[config.mk]
export PLATFORM = sky130hd
export DESIGN_NAME = divider_seq
export DESIGN_NICKNAME = d
export VERILOG_FILES = /design/src/rtl/divider_seq_pkg.sv /design/src/rtl/divider_seq_step.sv /design/src/rtl/divider_seq.sv
export SDC_FILE = /design/constraint.sdc
export NUM_CORES = 1
export LEC_CHECK = 0
export ABC_AREA = 0
export BUFFER_PORTS_ARGS = -buffer_cell sky130_fd_sc_hd__buf_2
export CORE_ASPECT_RATIO = 0.8
export CORE_UTILIZATION = 25
export CTS_CLUSTER_SIZE = 20
export DETAILED_ROUTE_END_ITERATION = 6
export GPL_TIMING_DRIVEN = 0
export REMOVE_ABC_BUFFERS = 1
export SLEW_MARGIN = 40
export SYNTH_ARGS = -nofsm -noshare
export SYNTH_HDL_FRONTEND = slang
export SYNTH_HIERARCHICAL = 1
export SYNTH_SLANG_ARGS = --single-unit
export TNS_END_PERCENT = 10
[constraint.sdc]
create_clock -name clk -period 6.3 [get_ports clk]
set_input_delay 0.63 -clock clk [delete_from_list [all_inputs] [get_ports clk]]
set_output_delay 0.63 -clock clk [all_outputs]
set_load 0.01 [all_outputs]
[src/rtl/divider_seq_pkg.sv]
// Shared definitions for the sequential divider:
// FSM encodings and iteration-counter sizing.
package divider_seq_pkg;

  typedef enum logic [1:0] {
    S_IDLE = 2'd0,
    S_CALC = 2'd1,
    S_FIN  = 2'd2
  } div_state_e;

  function automatic int cnt_width(input int w);
    return $clog2(w) + 1;
  endfunction

endpackage

[src/rtl/divider_seq_step.sv]
// One restoring division iteration: shift in the next
// dividend bit, trial subtract, keep or restore.
module div_step #(
  parameter int W = 32
) (
  input  logic [W-1:0] rem_i,
  input  logic [W-1:0] quo_i,
  input  logic [W-1:0] dvs_i,
  output logic [W-1:0] rem_o,
  output logic [W-1:0] quo_o
);

  logic [W:0] sh;
  logic [W:0] diff;

  assign sh    = {rem_i, quo_i[W-1]};
  assign diff  = sh - {1'b0, dvs_i};
  assign rem_o = diff[W] ? sh[W-1:0] : diff[W-1:0];
  assign quo_o = {quo_i[W-2:0], ~diff[W]};

endmodule

[src/rtl/divider_seq.sv]
// Multi-cycle restoring divider (DIV/DIVU), one
// quotient bit per cycle, WIDTH+1 cycles per result.
module divider_seq
  import divider_seq_pkg::*;
#(
  parameter int WIDTH = 32
) (
  input  logic             clk,
  input  logic             reset,
  input  logic             start,
  input  logic             is_signed,
  input  logic [WIDTH-1:0] dividend,
  input  logic [WIDTH-1:0] divisor,
  output logic             busy,
  output logic             done,
  output logic [WIDTH-1:0] q,
  output logic [WIDTH-1:0] r,
  output logic             dz
);

  localparam int CW = cnt_width(WIDTH);

  div_state_e       state_q, state_d;
  logic [CW-1:0]    cnt_q, cnt_d;
  logic [WIDTH-1:0] rem_q, rem_d;
  logic [WIDTH-1:0] quo_q, quo_d;
  logic [WIDTH-1:0] dvs_q, dvs_d;
  logic             negq_q, negq_d;
  logic             negr_q, negr_d;
  logic             zero_q, zero_d;
  logic [WIDTH-1:0] q_q, q_d;
  logic [WIDTH-1:0] r_q, r_d;
  logic             dz_q, dz_d;

  logic [WIDTH-1:0] rem_n, quo_n;
  logic             a_neg, b_neg, last;

  div_step #(.W(WIDTH)) u_step (
    .rem_i (rem_q),
    .quo_i (quo_q),
    .dvs_i (dvs_q),
    .rem_o (rem_n),
    .quo_o (quo_n)
  );

  assign a_neg = is_signed & dividend[WIDTH-1];
  assign b_neg = is_signed & divisor[WIDTH-1];
  assign last  = (state_q == S_CALC) &&
                 (cnt_q == CW'(WIDTH - 1));

  always_ff @(posedge clk) begin
    if (reset) state_q <= S_IDLE;
    else       state_q <= state_d;
  end

  always_comb begin
    state_d = state_q;
    unique case (state_q)
      S_IDLE:  if (start) state_d = S_CALC;
      S_CALC:  if (last)  state_d = S_FIN;
      S_FIN:   state_d = S_IDLE;
      default: state_d = S_IDLE;
    endcase
  end

  always_comb begin
    busy = (state_q != S_IDLE);
    done = (state_q == S_FIN);
    q    = q_q;
    r    = r_q;
    dz   = dz_q;
  end

  always_comb begin
    cnt_d  = cnt_q;
    rem_d  = rem_q;
    quo_d  = quo_q;
    dvs_d  = dvs_q;
    negq_d = negq_q;
    negr_d = negr_q;
    zero_d = zero_q;
    q_d    = q_q;
    r_d    = r_q;
    dz_d   = dz_q;
    unique case (state_q)
      S_IDLE: begin
        if (start) begin
          cnt_d  = '0;
          rem_d  = '0;
          quo_d  = a_neg ? -dividend : dividend;
          dvs_d  = b_neg ? -divisor : divisor;
          negq_d = a_neg ^ b_neg;
          negr_d = a_neg;
          zero_d = (divisor == '0);
        end
      end
      S_CALC: begin
        cnt_d = cnt_q + 1'b1;
        rem_d = rem_n;
        quo_d = quo_n;
        if (last) begin
          // divide-by-zero forces q to all ones
          if (zero_q)      q_d = '1;
          else if (negq_q) q_d = -quo_n;
          else             q_d = quo_n;
          r_d  = negr_q ? -rem_n : rem_n;
          dz_d = zero_q;
        end
      end
      default: ;
    endcase
  end

  always_ff @(posedge clk) begin
    if (reset) begin
      cnt_q  <= '0;
      rem_q  <= '0;
      quo_q  <= '0;
      dvs_q  <= '0;
      negq_q <= 1'b0;
      negr_q <= 1'b0;
      zero_q <= 1'b0;
      q_q    <= '0;
      r_q    <= '0;
      dz_q   <= 1'b0;
    end else begin
      cnt_q  <= cnt_d;
      rem_q  <= rem_d;
      quo_q  <= quo_d;
      dvs_q  <= dvs_d;
      negq_q <= negq_d;
      negr_q <= negr_d;
      zero_q <= zero_d;
      q_q    <= q_d;
      r_q    <= r_d;
      dz_q   <= dz_d;
    end
  end

endmodule
==> results of run 1 <==
==> flip-flops by register name, indices dropped and copies added (netlist names) <==
signal	count
dz	1
r	32
state_q	2
negr_q	1
dvs_q	32
quo_q	32
zero_q	1
cnt_q	6
q	32
negq_q	1
rem_q	32
==> metrics by stage <==
step / setup TNS, ns / power, uW / setup slack [ns]
floorplan: -14.40 / 5564 / -0.6627
global placement: -393.81 / 6826 / -4.686
CTS: 0 / 8050 / 0.1711
global route: 0 / 8669 / 0.01118
detailed placement: 0 / 6931 / 0.0008833
finish: 0 / 8120 / 0.4159
==> final cells by class <==
cell class,count,area (sq um),share of cell area
Tap cell,603,754.5,0.05710
Inverter,52,197.7,0.01496
Timing Repair Buffer,159,945.9,0.07158
Sequential cell,172,3446,0.2608
Clock buffer,20,466.7,0.03532
Antenna cell,4,10.01,0.0007575
Clock inverter,12,135.1,0.01023
Multi-Input combinational cell,1092,7258,0.5493
==> how the worst min path moves through the flow <==
stage / startpoint / endpoint / slack, ns / cells past startpoint
3_3_place_gp: dz / dz / 0.44 / 2
5_1_grt: dz / dz / 0.47 / 2
2_1_floorplan: dvs_q[0] / dvs_q[0] / 0.43 / 2
3_5_place_dp: dz / dz / 0.45 / 2
4_1_cts: dz / dz / 0.46 / 2
6_report: dz / dz / 0.45 / 2
==> report_power, final <==
part | switching, uW | leakage (uW) | internal (uW)
logic | 3590 | 0.00330 | 2130
registers | 116 | 0.00140 | 1200
clock network | 467 | 0.000285 | 619
==> placed cells by master (no fill, tap or decap), types with 37 or more instances in the layout <==
| master | instances |
|---|---|
| dfxtp_1 | 170 |
| buf_2 | 139 |
| nor2_1 | 138 |
| a21oi_1 | 103 |
| nand2_1 | 94 |
| xor2_1 | 89 |
| a211oi_1 | 80 |
| nand3_1 | 64 |
| inv_1 | 50 |
| xnor2_1 | 42 |
| o21ai_0 | 39 |
| ha_1 | 37 |
==> logic make-up after synthesis <==
logic type,share of synthesized area
xor gates and xnor gates,0.1004
DFF,0.3015
adders and majority gates,0.04228
muxes,0.03845
buffers and inverters,0.07021
AOI/OAI and AO/OA,0.2406
and+or+nand+nor,0.2066
==> critical path, cell delays in order, from the launching register on <==
cell and delay, ns:
dfxtp_1 0.39, inv_1 0.07, ha_1 0.23, fa_1 0.42
and2b_1 0.24, o2111ai_1 0.18, a21oi_2 0.25, o2111ai_1 0.22
a211oi_2 0.28, nor2_2 0.12, mux2i_4 0.40, and2_4 0.34
inv_4 0.23, mux2_1 0.53, nor4_2 0.51, nand4_1 0.45
o41ai_1 0.53, xor2_1 0.15, a211oi_1 0.24
==> routing by layer <==
metal / share of wire / global-route usage / vias up
li1: - / - / 5378
met1: 0.50 / 0.2161 / 5130
met2: 0.42 / 0.2209 / 269
met3: 0.056 / 0.03118 / 47
met4: 0.019 / 0.04917 / 12
met5: 0.0023 / 0 / -
==> metrics.txt, run 1 <==
Total GRT Usage 0.1502; Filler cells 4821; Syn. warnings 6; die height 193.2 microns; post_cts resized 1; Root Buffer Master clkbuf_16; Least-Margin Pin Slew 0.7933 ns; final setup fails 0; Post-Syn Area 0.01142 sq mm; CP Launch Point quo_q[31]; Top Ports 135; Final Cycle Share 0.9340; reg2reg path depth 18; Max Transition Viols Final 0; top-count cell post-synth dfxtp_1; Max Cap Viol 0; area leader, netlist dfxtp_1; status complete, no violations; Remaining DRCs 0; r2r endpoint r[28]; core area 0.04472 sq mm; min Tclk post-route 5.884 ns; initial antenna violation count 11; Row Count 69; Hold WS 0.4525 ns; Util after Layout 0.2955; WP data arrival 6.24 ns; post-DP HPWL 26620 microns; Syn Inst Count 1442; Routed WL 35130 microns; first-pass GRT wire length 55420 microns; CP max FO 25; Detail Route Antenna Nets 0; Post-synth EDFFs 0; Placed Cells 2077; WL/cell 16.62 microns; Startpoint Class flip-flop; CTS Buffer Depth 2; Vias/cell 5.126; sequential share of the synthesized area 0.3015; drt first pass iters 5; die span in x 241.0 microns; final instance area 0.01321 sq mm; CTS tree built; H-Tree Depth 4; Nets 1600; gpl congestion 0.8957; share of the synthesized area in the top cell type 0.3015; share of cells above drive strength 1 0.1646; crit path capture r[28]; drt first-iter violations 806; unique cell type count in the Yosys netlist 75; DIE AREA 0.04655 sq mm; Leak 0.004981 uW; maximum clock rate 169.9 MHz; gr ovfl total 0; Buffers on Ports 134; Primary FF master, synth dfxtp_1; Finished Layout Cells 2114; pin count of the biggest net entering global routing 97; worst r2r src quo_q[31]; pwr/cell area 614.5 mW/mm^2; average size of a mapped cell 7.921 sq um; cts hold-fix bufs 0; Starting Density 0.2554; CTS buffer count 17; Area growth, synth to finish 15.69%; Post-synth ARST share 0; Area after DPL 0.01256 sq mm; post-CTS setup buffers 0; Fin Clk Skew 0.007918 ns; Clock Latency Late Sink 0.44 ns; register bit total from synthesis 172; CP Capture Type flip-flop; vias in the first global route 9976; worst setup path class flip-flop to flip-flop; DR vias 10840; Peak VDD IR 0.4716 mV; largest cells by area after synthesis dfxtp_1, xor2_1, a211oi_1, nor2_1, a21oi_1; min-delay worst type flip-flop to flip-flop; Worst-path clk slew 0.07 ns; final hold vios 0; # clock sinks 172; relative slew slack 0.4667; setup slack, reg-to-reg 0.42 ns; CP required 6.65 ns; list of most frequent post-synthesis cells dfxtp_1, nor2_1, a21oi_1; unrepaired setup endpoints after global routing false
Note: power is estimated with default switching activity, not from simulation.
==> run 2: changes to the inputs <==
--- a/config.mk
+++ b/config.mk
@@ -12,7 +12,6 @@
 export CTS_CLUSTER_SIZE = 20
 export DETAILED_ROUTE_END_ITERATION = 6
 export GPL_TIMING_DRIVEN = 0
-export REMOVE_ABC_BUFFERS = 1
 export SLEW_MARGIN = 40
 export SYNTH_ARGS = -nofsm -noshare
 export SYNTH_HDL_FRONTEND = slang
==> run 2 against run 1 <==
Effect of this change: combinational power increased by 3%; register-to-register slack better by 0.33 ns; setup slack better by 0.33 ns; worst hold slack improved by 0.0082 ns; core utilization grew 0.51 points; die area unchanged; first-iteration DRC count is 32% higher; critical path depth increased by 1.
==> metrics.txt, run 2 (synthesized netlist as in run 1, its figures left out) <==
first-pass GRT wire length 61240 microns (+10%); Total GRT Usage 0.1686 (+0.01832); DR vias 11440 (+5.6%); Worst-path clk slew 0.07 ns (about the same); Startpoint Class flip-flop; H-Tree Depth 4 (unchanged); register area 0.003443 sq mm (about the same); CP required 6.65 ns (about the same); Final Cycle Share 0.8817 (-0.05230); relative slew slack 0.4532 (-0.01349); pin count of the biggest net entering global routing 17 (-82%); Routed WL 39470 microns (+12%); Root Buffer Master clkbuf_16; crit-path most repeated cell o2111ai_1; min-delay worst type flip-flop to flip-flop; worst-path cell chain inv_1 > ha_1 > fa_1 > and2b_1 > o2111ai_1 > a21oi_2 > o2111ai_1 > a211oi_2 > nor2_2 > mux2i_1 > and2_4 > inv_2 > buf_6 > mux2_4 > nor4_1 > nand4_1 > o41ai_1 > xor2_1 > a211oi_1; Starting Density 0.2554 (unchanged); Reg power frac 0.158 (-0.004); CTS Buffer Depth 2 (unchanged); Filler cells 4879 (+1.2%); DIE AREA 0.04655 sq mm (unchanged); # clock sinks 172 (unchanged); switching share of total power 0.5182 (+0.003844); WL/cell 17.83 microns (+7.3%); share of cells above drive strength 1 0.1530 (-0.01158); gpl congestion 0.8762 (-2.2%); initial antenna violation count 4 (-7); worst setup path class flip-flop to flip-flop; Remaining DRCs 0 (unchanged); Leak 0.005084 uW (+2.1%); clock share of power 0.129 (-0.005); CTS tree built; met2 Use GR 0.2553 (+0.03437); drt first-iter violations 1065 (+32%); maximum clock rate 180.0 MHz (+5.9%); Top Ports 135 (unchanged); critical path's largest stage delay 0.64 ns (+0.11 ns); grt peak-use layer met2; core area 0.04472 sq mm (unchanged); final setup fails 0 (unchanged); area occupied by multi-input gates 0.007188 sq mm (-0.97%); setup TNS 0 ns (unchanged); vias in the first global route 10650 (+6.7%); WP buf/inv 3 (+1); Crit-path slowest cell nor4_1; total power 8228 uW (+1.3%); syn nets 1548; die span in x 241.0 microns (unchanged); post_cts resized 0 (-1); CTS buffer count 17 (unchanged); unrepaired setup endpoints after global routing false; WP data arrival 5.91 ns (-0.33 ns); Max Cap Viol 0 (unchanged); pwr/cell area 612.1 mW/mm^2 (-0.38%); drt first pass iters 5 (unchanged); most frequent cells in the layout dfxtp_1, nor2_1, buf_2; Nets 1701 (+6.3%); Pint 3965 uW (+0.53%); commonest non-fill, non-tap cell in the layout dfxtp_1; Combinational Power Share 0.713 (+0.009); min Tclk post-route 5.555 ns (-0.3295 ns); Max Transition Viols Final 0 (unchanged); CP max FO 10 (-60%); Buffers on Ports 134 (unchanged); global-route met1 utilization 0.2460 (+0.02990); GR met3 Demand/Resource 0.03089 (-0.0002847); post-CTS setup buffers 0 (unchanged); Area growth, synth to finish 17.68%; CP delay by family, top compound AO/OA/AOI/OAI gates; gr ovfl total 0 (unchanged); post-DP HPWL 31810 microns (+20%); CP Capture Type flip-flop; status complete, no violations; Vias/cell 5.168 (+0.81%); Row Count 69 (unchanged); die height 193.2 microns (unchanged); cts hold-fix bufs 0 (unchanged); Detail Route Antenna Nets 0 (unchanged); Psw 4263 uW (+2.1%); Least-Margin Pin Slew 0.8202 ns (+0.02684 ns); final hold vios 0 (unchanged); Peak VDD IR 0.3698 mV (-22%); Fin Clk Skew 0.01403 ns (+0.006111 ns); Clock Latency Late Sink 0.44 ns (about the same)
## run 2: changes by cell type in the layout (fill, tap and decap cells not counted), sizes merged
cell,previous run,this run
diode,4,3
clkinvlp,4,3
buf,159,186
clkinv,4,6
clkbuf,20,93
## run 2: cell type report
| class | count | share of cell area |
|---|---|---|
| Buffer | 126 | 0.04524 |
| Inverter | 52 | 0.01452 |
| Timing Repair Buffer | 134 | 0.04989 |
| Clock inverter | 13 | 0.01052 |
| Multi-Input combinational cell | 1092 | 0.5348 |
| Antenna cell | 3 | 0.0005585 |
| Tap cell | 603 | 0.05613 |
| Sequential cell | 172 | 0.2562 |
| Clock buffer | 19 | 0.03221 |
## run 2: power by group through the flow
stage,logic [uW],registers (uW),clock network (uW)
2_1_floorplan,4420,1280,0
3_3_place_gp,5660,1320,0
3_5_place_dp,5740,1320,0
4_1_cts,5770,1300,1080
5_1_grt,6320,1310,1120
6_report,5870,1300,1060
## run 2: final timing paths
kind              endpoint  slack [ns]  cells past startpoint      start
setup / recovery     r[28]        0.75                     19  quo_q[31]
hold / removal    dvs_q[0]        0.46                      2   dvs_q[0]
setup reg to reg     r[28]        0.75                     19  quo_q[31]
hold reg to reg   dvs_q[0]        0.46                      2   dvs_q[0]
## run 2: worst register-to-register path, stage by stage (launching register included)
cell and delay (ns):
dfxtp_1 0.42, inv_1 0.07, ha_1 0.23, fa_1 0.40, and2b_1 0.23, o2111ai_1 0.16, a21oi_2 0.26, o2111ai_1 0.22
a211oi_2 0.28, nor2_2 0.11, mux2i_1 0.24, and2_4 0.20, inv_2 0.06, buf_6 0.17, mux2_4 0.34, nor4_1 0.64
nand4_1 0.48, o41ai_1 0.53, xor2_1 0.15, a211oi_1 0.26
## run 2: stage by stage
stage / setup WS, ns / std cells / area [sq um] / hold slack [ns] / utilization
floorplan: 1.712 / 1442 / 11420 / 0.4367 / -
global placement: 0.8869 / 2179 / 12850 / 0.4467 / 0.2873
detailed placement: 0.7862 / 2179 / 12850 / 0.4519 / 0.2874
CTS: 0.7647 / 2211 / 13430 / 0.4617 / 0.3003
global route: 0.3770 / 2212 / 13440 / 0.4838 / 0.3005
finish: 0.7454 / 2214 / 13440 / 0.4608 / 0.3006
## run 2: layer usage
metal / wire length, microns / vias to the layer above / share of wire
li1: - / 5557 / -
met1: 19570 / 5474 / 0.50
met2: 16760 / 377 / 0.42
met3: 2675 / 31 / 0.068
met4: 455 / 2 / 0.012
met5: 10 / - / 0.00025
